## src/rtl/framebuffer_reader.sv

```systemverilog
// Streams a 4-bit-per-pixel frame out of the framebuffer as packed bytes
// {pixel(x+1), pixel(x)} to a UART transmitter, row-major, x ascending.
module framebuffer_reader #(
  parameter int H_RES = 640,
  parameter int V_RES = 480
) (
  input  logic        i_clk,
  input  logic        i_reset,
  input  logic        i_start,
  output logic [9:0]  o_addr_x,
  output logic [9:0]  o_addr_y,
  output logic        o_read,
  input  logic [31:0] i_data_in,
  output logic [7:0]  o_data_out,
  output logic        o_tx_data_valid,
  input  logic        i_tx_busy,
  output logic        o_done_sending
);

  typedef enum logic [2:0] {
    ST_IDLE      = 3'd0,
    ST_RD_EVEN   = 3'd1,
    ST_WAIT_EVEN = 3'd2,
    ST_RD_ODD    = 3'd3,
    ST_WAIT_ODD  = 3'd4,
    ST_SEND      = 3'd5,
    ST_ADVANCE   = 3'd6
  } state_t;

  // x of the last pixel pair in a line, and the last line of the frame
  localparam logic [9:0] LP_X_LAST = 10'(H_RES - 2);
  localparam logic [9:0] LP_Y_LAST = 10'(V_RES - 1);

  state_t      r_state;
  state_t      w_state_nxt;
  logic [9:0]  r_x;
  logic [9:0]  r_y;
  logic [9:0]  w_x_nxt;
  logic [9:0]  w_y_nxt;
  logic [9:0]  r_addr_x;
  logic [9:0]  r_addr_y;
  logic [9:0]  w_addr_x_nxt;
  logic [9:0]  w_addr_y_nxt;
  logic        r_read;
  logic        w_read_nxt;
  logic [7:0]  r_data;
  logic [7:0]  w_data_nxt;
  logic        r_valid;
  logic        w_valid_nxt;
  logic        r_done;
  logic        w_done_nxt;
  logic        w_unused;

  assign w_unused = ^i_data_in[31:4];

  // Next-state, scan counters and next values for every registered output
  always_comb begin
    w_state_nxt  = r_state;
    w_x_nxt      = r_x;
    w_y_nxt      = r_y;
    w_addr_x_nxt = r_addr_x;
    w_addr_y_nxt = r_addr_y;
    w_read_nxt   = 1'b0;
    w_data_nxt   = r_data;
    w_valid_nxt  = 1'b0;
    w_done_nxt   = r_done;
    case (r_state)
      ST_IDLE: begin
        w_x_nxt = 10'd0;
        w_y_nxt = 10'd0;
        if (i_start) begin
          w_done_nxt  = 1'b0;
          w_state_nxt = ST_RD_EVEN;
        end else begin
          w_state_nxt = ST_IDLE;
        end
      end
      ST_RD_EVEN:   w_state_nxt = ST_WAIT_EVEN;
      ST_WAIT_EVEN: begin
        w_data_nxt  = {r_data[7:4], i_data_in[3:0]};
        w_state_nxt = ST_RD_ODD;
      end
      ST_RD_ODD:    w_state_nxt = ST_WAIT_ODD;
      ST_WAIT_ODD: begin
        w_data_nxt  = {i_data_in[3:0], r_data[3:0]};
        w_state_nxt = ST_SEND;
      end
      ST_SEND: begin
        if (!i_tx_busy) begin
          w_valid_nxt = 1'b1;
          w_state_nxt = ST_ADVANCE;
        end else begin
          w_state_nxt = ST_SEND;
        end
      end
      ST_ADVANCE: begin
        if (r_x == LP_X_LAST) begin
          w_x_nxt = 10'd0;
          if (r_y == LP_Y_LAST) begin
            w_y_nxt     = 10'd0;
            w_done_nxt  = 1'b1;
            w_state_nxt = ST_IDLE;
          end else begin
            w_y_nxt     = r_y + 10'd1;
            w_state_nxt = ST_RD_EVEN;
          end
        end else begin
          w_x_nxt     = r_x + 10'd2;
          w_state_nxt = ST_RD_EVEN;
        end
      end
      default: w_state_nxt = ST_IDLE;
    endcase

    // Read strobe and address are registered, so they are set on entry to a read state
    if (w_state_nxt == ST_RD_EVEN) begin
      w_read_nxt   = 1'b1;
      w_addr_x_nxt = w_x_nxt;
      w_addr_y_nxt = w_y_nxt;
    end else if (w_state_nxt == ST_RD_ODD) begin
      w_read_nxt   = 1'b1;
      w_addr_x_nxt = r_x + 10'd1;
      w_addr_y_nxt = r_y;
    end else begin
      w_read_nxt   = 1'b0;
    end
  end

  // State register
  always_ff @(posedge i_clk) begin
    if (i_reset) begin
      r_state <= ST_IDLE;
    end else begin
      r_state <= w_state_nxt;
    end
  end

  // Scan counters and output registers
  always_ff @(posedge i_clk) begin
    if (i_reset) begin
      r_x      <= 10'd0;
      r_y      <= 10'd0;
      r_addr_x <= 10'd0;
      r_addr_y <= 10'd0;
      r_read   <= 1'b0;
      r_data   <= 8'd0;
      r_valid  <= 1'b0;
      r_done   <= 1'b0;
    end else begin
      r_x      <= w_x_nxt;
      r_y      <= w_y_nxt;
      r_addr_x <= w_addr_x_nxt;
      r_addr_y <= w_addr_y_nxt;
      r_read   <= w_read_nxt;
      r_data   <= w_data_nxt;
      r_valid  <= w_valid_nxt;
      r_done   <= w_done_nxt;
    end
  end

  assign o_addr_x        = r_addr_x;
  assign o_addr_y        = r_addr_y;
  assign o_read          = r_read;
  assign o_data_out      = r_data;
  assign o_tx_data_valid = r_valid;
  assign o_done_sending  = r_done;

endmodule

```

## config.mk

```make
export PLATFORM = sky130hd
export DESIGN_NAME = framebuffer_reader
export DESIGN_NICKNAME = d
export VERILOG_FILES = /design/src/rtl/framebuffer_reader.sv
export SDC_FILE = /design/constraint.sdc
export NUM_CORES = 1
export LEC_CHECK = 0
export ABC_AREA = 1
export BUFFER_PORTS_ARGS = -buffer_cell sky130_fd_sc_hd__buf_2
export CORE_ASPECT_RATIO = 1.1
export CORE_MARGIN = 2
export CORE_UTILIZATION = 34
export DETAILED_ROUTE_END_ITERATION = 10
export SLEW_MARGIN = 5
export SYNTH_ARGS = -nofsm -noshare
export SYNTH_HDL_FRONTEND = slang
export SYNTH_SLANG_ARGS = --single-unit
```

## constraint.sdc

```tcl
create_clock -name i_clk -period 5.3 [get_ports i_clk]
set_clock_uncertainty 0.05 [all_clocks]
set_input_delay 0.53 -clock i_clk [delete_from_list [all_inputs] [get_ports i_clk]]
set_output_delay 0.53 -clock i_clk [all_outputs]
set_load 0.02 [all_outputs]
```

# Word-level counts from Yosys, hierarchy flattened
# Index checks and enable logic that the tools add are counted.
# Widths: inputs -> output; s select.
[word_totals] wordCells=58 regBits=54
[classes] addsub=3 n_eq_ne=13 bitwise=3 n_reduce_logical=7 mux=22
[ops] op="$mux 10" count=7
[ops] op="$pmux 10 s2" count=2
[ops] op="$pmux 3 s7" count=1
[ops] op="$add 10x1->10 const B" count=2
[ops] op="$pmux 8 s2" count=1
[ops] op="$add 10x2->10 const B" count=1
[ops] op="$eq 10x10->1 const B" count=1
[ops] op="$eq 10x9->1 const B" count=1
[ops] op="$eq 3x2->1 const B" count=3
[ops] op="$eq 3x3->1 const B" count=3
[ops] op="$mux 1" count=8
[ops] op="$eq 3x1->1 const B" count=2
[ops] op="$ne 2x2->1 const B" count=3
[ops] op="$reduce_and 2->1" count=2
[ops] op="$reduce_and 4->1" count=1
[ops] op="$reduce_bool 2->1" count=2
[ops] op="$logic_not 3->1" count=1
[ops] op="$mux 3" count=1
[ops] op="$not 1->1" count=3
[ops] op="$mux 2" count=1
[ops] op="$pmux 1 s2" count=1
[ops] op="$reduce_or 2->1" count=1

# Longest topological paths before layout
# Gate-level depths: netlist of the first run.
[depth] word_depth=7 mapped_depth=14 mapped_depth_nobuf=14

# Least setup slack after synthesis of the first run
# Ideal clock, no wire load.
[synth_timing] kind="register -> register" start="register r_x[0]" end="register r_addr_x[3], in the netlist o_addr_x[3]" arrival_time_ps=1623 synth_period_minus_slack_ps=1788 setup_time_ps=115 slack_ps=3512 stages_incl_launch_ff=13 path_cell_list="dfxtp_1 > clkinv_1 > ha_1 > nand2_1 > inv_1 > nand4_4 > nand2_2 > nand4_4 > nand2_4 > inv_2 > buf_6 > nand3_1 > and2_1"
[synth_via] elab_chain_cells=5 elab_cells_between_ends=12
[synth_rtl] element="from (decl)" line_no="36" rtl="logic [9:0] r_x;"
[synth_rtl] element="from (signal assigned)" line_no="150" rtl="r_x <= w_x_nxt;"
[synth_rtl] element="branches (longest 5 deep; another with $add 10x2->10)"
[synth_rtl] element="to (signal assigned)" line_no="152" rtl="r_addr_x <= w_addr_x_nxt;"
[synth_rtl] element="to (decl)" line_no="40" rtl="logic [9:0] r_addr_x;"
# Several ways; the timed one is not identified. The select of a mux whose other input is x is not followed.
# A chain may end at the register's enable or synchronous reset.

# Worst setup path after layout of the first run
[layout_timing] start="register r_x[0]" end="register r_addr_y[0], in the netlist o_addr_y[0]"
[layout_via] elab_chain_cells=5 elab_cells_between_ends=9
[layout_rtl] element="$eq 10x10->1 (*)" line_no="97" rtl="if (r_x == LP_X_LAST) begin"
[layout_rtl] element="$mux 3" line_no="97"
[layout_rtl] element="$pmux 3 s7" line_no="67" rtl="case (r_state)"
[layout_rtl] element="$eq 3x1->1 / $eq 3x2->1 (equally long branches)" line_no="116, 120"
[layout_rtl] element="$mux 10 / $reduce_bool 2->1 (equally long branches)"
[layout_rtl] element="to (signal assigned)" line_no="153" rtl="r_addr_y <= w_addr_y_nxt;"
[layout_rtl] element="to (decl)" line_no="41" rtl="logic [9:0] r_addr_y;"
# Mark *: on every way between the ends. The rest lies on a longest branch, timed or not.

==> metrics.csv, run 1 <==
stage,metric,value,unit
run_status,outcome,"finished, final reports clean",
finish,Nets,535,
logic_synthesis,syn_area_per_cell,6.38,sq um
timing,setup TNS,0,ps
logic_synthesis,"top cells by area, synth","dfxtp_1, nand2_1, nor2_1",
logic_synthesis,Synth top area share,36.7,%
timing,final setup vio count,0,
floorplanning,initial core utilization,35.0,%
critical_path,worst r2r dst,o_addr_y[0],
clock_network,TritonCTS Sinks,54,
routing,Via density,4.64,
pwr,P_sw,426,uW
pwr,Flop pwr share,42.1,%
critical_path,CP Depth,12,
critical_path,internal reg-to-reg setup slack,2890,ps
timing,f_max,414,MHz
pwr,Tot Pwr,1.15,mW
finish,share of cells above drive strength 1,13.3,%
logic_synthesis,top cell type by total area after synthesis,dfxtp_1,
logic_synthesis,adder-cell share of the synthesized area,1.70,%
logic_synthesis,post-synthesis sequential element count,54,
timing,Final Critical Period,2410,ps
logic_synthesis,asr flop ratio synth,0,%
critical_path,CP bufs+invs,4,
timing,final hold vios,0,
routing,DR pass1 iterations,4,
placement,HPWL after detailed placement,4840,um
critical_path,Critical Path AT,2600,ps
critical_path,critical path class,flip-flop to flip-flop,
placement,Final GP Congestion,0.862,
logic_synthesis,Post-synth top cells,"nand2_1, nor2_1, inv_1",
clock_network,clk slew on worst S/H paths,110,ps
timing,Worst Max-Slew Pin Slew,701,ps
routing,vias,2816,
pwr,sw frac,37.1,%
finish,synth-to-layout area growth,13.0,%
critical_path,max incr delay on CP,380,ps
clock_network,hold bufs inserted after CTS,0,
logic_synthesis,Post-Syn Area,2950,sq um
clock_network,Max Root-Sink Buffers,2,
logic_synthesis,sequential cell area fraction in the yosys report,36.7,%
routing,Starting DRT DRC Count,121,
critical_path,critical path required time,5480,ps
routing,Routed WL,6920,um
critical_path,Worst Setup SP,r_x[0],
logic_synthesis,Syn Inst Count,462,
clock_network,CTS H-tree depth,2,
logic_synthesis,most frequent cell after synthesis,nand2_1,
critical_path,crit path cell chain,clkinv_1 -> ha_1 -> nand2_1 -> inv_1 -> nand4_4 -> nand2_2 -> nand4_4 -> nand2_4 -> inv_2 -> nand2_1 -> nand2_1 -> inv_1,
clock_network,clock root buffer,clkbuf_8,
logic_synthesis,main combinational cell family by area after synthesis,simple AND/OR/NAND/NOR gates,
global_routing,Congestion Overflow GR,0,
critical_path,R2R Path Start,r_x[0],
pwr,Clk pwr share,26.0,%
logic_synthesis,syn nets,502,
logic_synthesis,number of synthesized flops with an enable pin,0,
global_routing,first-pass GRT wire length,11900,um
timing,unrepaired setup endpoints after global routing,no,
floorplanning,# IOs,67,
critical_path,"CP delay by family, top",simple AND/OR/NAND/NOR gates,
logic_synthesis,number of synthesis warnings,0,
clock_network,TritonCTS clock tree,done,
pwr,pwr/cell area,345,nW/um^2
global_routing,initial antenna violation count,0,
logic_synthesis,proportion of synthesized area in mux cells,0,%
clock_network,setup bufs post-CTS,0,
pwr,Logic pwr share,31.8,%
placement,IO Port Bufs,38,
critical_path,Worst path slowest cell,dfxtp_1,
logic_synthesis,Compound-Gate Fraction of Synth Area,10.7,%
run,Max Cap Viol,0,
critical_path,Worst R2R Path Depth,12,
critical_path,CP dominant cell by count,nand2_1,
worst_hold_path,Hold Crit Class,flip-flop to flip-flop,
floorplanning,die area,9430,sq um
floorplanning,Die W,92.8,um
logic_synthesis,Simple-Gate Fraction of Synth Area,38.8,%
routing,DR DRC count,0,
logic_synthesis,Synth Area in XOR/XNOR,1.78,%
finish,fillers,943,
pwr,LEAKAGE,1.55,nW
global_routing,gr usage total,15.8,%
clock_network,CTS Buf Count,5,
clock_network,Resized cells post-CTS,0,
pwr,Power Internal,723,uW
pwr,Max VDD drop,113,uV
timing,Rel. slew slack,53.0,%
routing,routed len/inst,11.4,um
timing,max-slew violations,0,
finish,# diodes,0,
critical_path,Crit Path Max Fanout,21,
floorplanning,row count,35,
logic_synthesis,"Distinct cells, synth",30,
worst_hold_path,Hold Crit Depth,2,
floorplanning,overall die height,102,um
logic_synthesis,"Top FF cell, synth",dfxtp_1,
timing,final worst-path cycle share,45.5,%
global_routing,largest net degree at the start of global routing,34,
clock_network,latest clock arrival within the worst-skew pair,320,ps
global_routing,vias in the first global route,2618,
critical_path,CP Capture Point,o_addr_y[0],
critical_path,Critical Path End Type,flip-flop,
routing,post-route ant nets,0,
floorplanning,core area,8410,sq um
critical_path,CP startpoint kind,flip-flop,
[power by group through the flow]
stage / logic, mW / registers, mW / clock network, mW
2_1_floorplan: 0.216 / 0.555 / 0
3_3_place_gp: 0.369 / 0.492 / 0
3_5_place_dp: 0.370 / 0.495 / 0
4_1_cts: 0.372 / 0.486 / 0.312
5_1_grt: 0.417 / 0.492 / 0.327
6_report: 0.366 / 0.484 / 0.299
[stage by stage]
stage / hold slack [ps] / setup slack (ps) / cell area (sq um) / cells / util, %
2_1_floorplan: 406 / 3510 / 2950 / 462 / -
3_3_place_gp: 409 / 2590 / 3210 / 599 / 38.1
3_5_place_dp: 414 / 2600 / 3210 / 599 / 38.1
4_1_cts: 411 / 2860 / 3330 / 607 / 39.6
5_1_grt: 439 / 2670 / 3330 / 607 / 39.6
6_report: 425 / 2890 / 3330 / 607 / 39.6
[worst reg2reg max path, stage by stage, from the launching register on]
cell and delay (ps):
dfxtp_1 380, clkinv_1 260, ha_1 310, nand2_1 70, inv_1 70, nand4_4 160
nand2_2 130, nand4_4 120, nand2_4 190, inv_2 310, nand2_1 150, nand2_1 100
inv_1 40
[layer usage]
metal | share of wire, % | global-route usage [%] | wire, um
met1 | 46 | 19.8 | 3200
met2 | 45 | 26.6 | 3130
met3 | 6.3 | 2.90 | 439
met4 | 2.1 | 7.24 | 147
met5 | 0 | 0 | 0
[layout by cell type, fill, tap and decap left out, drive strengths merged]
cell type / instances
a21oi: 32
and2: 4
buf: 39
bufinv: 1
clkbuf: 6
clkinv: 2
dfxtp: 54
ha: 4
inv: 60
nand2: 134
nand3: 32
nand4: 5
nor2: 84
nor3: 2
nor4: 1
o211ai: 1
o21ai: 27
or2: 2
xnor2: 1
xor2: 5
[flip-flops by register name (all words and copies together), names as in the netlist, 3 cells and up]
signal and count:
o_addr_x 10, o_data_out 8, r_x 10, r_y 10, o_addr_y 10, r_state 3
[how the worst min path moves through the flow]
stage,slack [ps],start,to
finish,420,o_done_sending,o_done_sending
global placement,410,o_data_out[2],o_data_out[2]
floorplan,410,r_x[0],r_x[0]
global route,440,i_data_in[0],o_data_out[4]
CTS,410,i_data_in[2],o_data_out[2]
detailed placement,410,o_done_sending,o_done_sending
[area by class of cell]
type | count | area, sq um | area share, %
clock buffers | 6 | 82.6 | 2.48
clock inverters | 2 | 38.8 | 1.17
inverters | 61 | 229 | 6.88
multi-input cells | 334 | 1560 | 46.9
flip-flops and latches | 54 | 1080 | 32.5
well taps | 111 | 139 | 4.17
repair buffers | 39 | 198 | 5.94
[kinds of logic (layout without fill, tap and decap cells)]
family | after synthesis | in the layout
adders and majority gates | 4 | 4
xor gates and xnor gates | 6 | 6
DFF | 54 | 54
buffers and inverters | 74 | 108
AOI/OAI and AO/OA | 60 | 60
and+or+nand+nor | 264 | 264
Note: power is estimated with default switching activity, not from simulation.
==> inputs of run 2 (changes only) <==
--- a/config.mk
+++ b/config.mk
@@ -5,7 +5,7 @@
 export SDC_FILE = /design/constraint.sdc
 export NUM_CORES = 1
 export LEC_CHECK = 0
-export ABC_AREA = 1
+export ABC_AREA = 0
 export BUFFER_PORTS_ARGS = -buffer_cell sky130_fd_sc_hd__buf_2
 export CORE_ASPECT_RATIO = 1.1
 export CORE_MARGIN = 2
==> constraint.sdc (replaced) <==
create_clock -name i_clk -period 2.3 [get_ports i_clk]
set_clock_uncertainty 0.05 [all_clocks]
set_input_delay 0.23 -clock i_clk [delete_from_list [all_inputs] [get_ports i_clk]]
set_output_delay 0.23 -clock i_clk [all_outputs]
set_load 0.02 [all_outputs]
==> run 2 against run 1 <==
Sequential power rose by 110%. Die area fell by 6.8%. Global-route usage rose by 0.38 points. Synthesized cell count fell by 29%. Setup slack got worse by 2700 ps. Non-clock buffer count rose by 28. Count of clock-buffer cells in the layout rose by 1. Combinational power rose by 100%. Worst hold slack got worse by 320 ps. Maximum frequency rose by 12%. Register-to-register slack got worse by 2700 ps. Total power rose by 100%. Critical endpoint is now o_addr_x[6].
==> metrics.csv, run 2 <==
stage,metric,value,unit,change
global_routing,met2 usage,27.4,%,+0.84 points
routing,DR pass1 iterations,4,,unchanged
clock_network,clock root buffer,clkbuf_8,,
pwr,LEAKAGE,1.22,nW,-22%
logic_synthesis,"top cells by area, synth","dfxtp_1, nor2_1, a21oi_1",,
placement,IO Port Bufs,38,,unchanged
timing,final hold vios,0,,unchanged
critical_path,Worst Setup SP,r_y[0],,
critical_path,Critical Path End Type,flip-flop,,
finish,Final Cell Area,3300,sq um,-0.75%
pwr,Max VDD drop,379,uV,+240%
run,Max Cap Viol,0,,unchanged
timing,Worst Max-Slew Pin Slew,810,ps,+109 ps
finish,share of cells above drive strength 1,25.5,%,+12 points
finish,Finished Layout Cells,492,,-19%
routing,Via density,5.23,,+13%
logic_synthesis,sequential cell area fraction in the yosys report,39.5,%,+2.8 points
clock_network,hold bufs inserted after CTS,0,,unchanged
floorplanning,row count,34,,-2.9%
clock_network,CTS H-tree depth,2,,unchanged
finish,Seq. cell area,1080,sq um,unchanged
global_routing,largest net degree at the start of global routing,45,,+32%
finish,Nets,423,,-21%
clock_network,clk slew on worst S/H paths,90,ps,-20 ps
placement,"Cell Area, Placed",3180,sq um,-0.94%
global_routing,gr usage total,16.2,%,+0.38 points
logic_synthesis,syn nets,370,,-26%
routing,post-route ant nets,0,,unchanged
timing,max-slew violations,0,,unchanged
floorplanning,overall die height,98.1,um,-3.5%
logic_synthesis,Syn Inst Count,330,,-29%
finish,synth-to-layout area growth,20.7,%,
global_routing,met3 Use GR,1.94,%,-0.96 points
logic_synthesis,"Top FF cell, synth",dfxtp_1,,
floorplanning,# IOs,67,,unchanged
logic_synthesis,Synth top area share,39.5,%,+2.8 points
finish,# diodes,0,,unchanged
logic_synthesis,top cell type by total area after synthesis,dfxtp_1,,
critical_path,critical path required time,2410,ps,-3070 ps
routing,routed len/inst,14.0,um,+22%
floorplanning,initial core utilization,34.8,%,-0.26 points
floorplanning,Die W,89.6,um,-3.5%
floorplanning,core area,7870,sq um,-6.4%
timing,final worst slack,142,ps,-2740 ps
clock_network,Max Root-Sink Buffers,2,,unchanged
timing,f_max,463,MHz,+12%
clock_network,latest clock arrival within the worst-skew pair,310,ps,about the same
finish,fillers,817,,-13%
clock_network,TritonCTS Sinks,54,,unchanged
logic_synthesis,Post-synth top cells,"dfxtp_1, nor2_1, nand2_1",,
timing,Rel. slew slack,46.0,%,-7.0 points
logic_synthesis,asr flop ratio synth,0,%,unchanged
timing,final worst-path cycle share,93.8,%,+48 points
global_routing,GRT met1 Usage,20.7,%,+0.91 points
routing,Starting DRT DRC Count,119,,-1.7%
worst_hold_path,Hold Crit Class,primary input to flip-flop,,
logic_synthesis,Post-Syn Area,2740,sq um,-7.1%
clock_network,TritonCTS clock tree,done,,
run_status,outcome,"finished, final reports clean",,
placement,placed cells,483,,-19%
global_routing,gr busiest metal,met2,,
placement,Final GP Congestion,0.916,,+6.3%
placement,DP Worst Slack,70.5,ps,-2530 ps
logic_synthesis,"Distinct cells, synth",57,,+90%
logic_synthesis,number of synthesized flops with an enable pin,0,,unchanged
routing,Routed WL,6870,um,-0.75%
global_routing,initial antenna violation count,0,,unchanged
critical_path,CP Capture Point,o_addr_x[6],,
floorplanning,die area,8790,sq um,-6.8%
global_routing,first-pass GRT wire length,11400,um,-4.1%
global_routing,Congestion Overflow GR,0,,unchanged
logic_synthesis,post-synthesis sequential element count,54,,unchanged
clock_network,CTS Buf Count,5,,unchanged
finish,most frequent cells in the layout,"dfxtp_1, nor2_1, buf_2, nand2_1",,
critical_path,Worst R2R Path Depth,7,,-5
pwr,pwr/cell area,704,nW/um^2,+100%
critical_path,critical path class,flip-flop to flip-flop,,
finish,"most common cell after layout, fill and taps aside",dfxtp_1,,
logic_synthesis,most frequent cell after synthesis,dfxtp_1,,
timing,final setup vio count,0,,unchanged
routing,vias,2571,,-8.7%
critical_path,CP startpoint kind,flip-flop,,
worst_hold_path,worst hold start,i_data_in[0],,
global_routing,vias in the first global route,2476,,-5.4%
logic_synthesis,syn_area_per_cell,8.30,sq um,+30%
critical_path,R2R Path Start,r_y[0],,
logic_synthesis,number of synthesis warnings,0,,unchanged
critical_path,Critical Path AT,2270,ps,-330 ps
critical_path,Crit Path Max Fanout,9,,-57%
finish,Multi-input gate area,1560,sq um,-0.24%
critical_path,worst r2r dst,o_addr_x[6],,
critical_path,internal reg-to-reg setup slack,140,ps,-2740 ps
timing,Final Critical Period,2160,ps,-256 ps
placement,HPWL after detailed placement,4910,um,+1.4%
routing,DR DRC count,0,,unchanged
[run 2: cell types whose count changed in the layout (fill, tap and decap cells not counted), sizes merged, moves of 11 or more]
cell	before	now
nand2	134	33
buf	39	67
nor2	84	45
nand3	32	11
inv	60	5
a211oi	0	11
[run 2: what timing repair did]
action                                  in CTS  in global routing
endpoints found under the setup margin       0                 17
setup buffers                                0                  1
endpoints found under the hold margin        0                  0
resized for setup                            0                  7
[run 2: worst min path at each step]
stage,endpoint,slack (ps),depth (start not counted)
after floorplan,o_data_out[4],320,2
after global placement,o_addr_y[6],400,2
after detailed placement,o_addr_x[1],410,2
after CTS,o_data_out[6],100,3
after global routing,o_data_out[6],100,3
final,o_data_out[4],110,3
[run 2: area by class of cell]
cell class,instances,share of cell area (%)
clock buffers,7,2.61
clock inverters,1,0.152
inverters,5,0.568
multi-input cells,250,47.1
flip-flops and latches,54,32.7
well taps,108,4.09
repair buffers,67,12.7
[run 2: critical path, cell delays in order (launching register included)]
cell and delay (ps):
dfxtp_1 420, ha_1 220, nand3_1 180, or3_4 440
o31a_1 330, buf_4 200, nor2_1 120, a311oi_2 60
[run 2: cell families (layout without fill, tap and decap cells)]
group / count (synthesis) / count (layout) / synth area share (%)
flops: 54 / 54 / 39.5
xor+xnor: 3 / 3 / 0.960
buf+inv: 26 / 80 / 4.66
simple gates: 134 / 134 / 23.5
compound gates: 104 / 104 / 27.7
mux: 5 / 5 / 1.87
fa+ha+maj: 4 / 4 / 1.83
[run 2: report_power, final]
group / switching (mW) / internal [mW]
clock network: 0.302 / 0.244
registers: 0.0308 / 1.01
logic: 0.483 / 0.259
total: 0.816 / 1.51
[run 2: metrics by stage]
stage | utilization (%) | hold slack, ps | total power [mW] | TNS (ps)
final | 42.0 | 109 | 2.32 | 0
after global routing | 42.0 | 104 | 2.47 | -0.113
after CTS | 41.5 | 96.2 | 2.37 | 0
after detailed placement | 40.4 | 406 | 1.80 | 0
after global placement | 40.4 | 397 | 1.80 | 0
after floorplan | - | 316 | 1.58 | 0
[run 2: per-layer routing]
metal / vias to the layer above / wire length (um)
met5: - / 0
met4: 0 / 95
met3: 7 / 297
met2: 49 / 3390
met1: 1208 / 3080
li1: 1307 / -
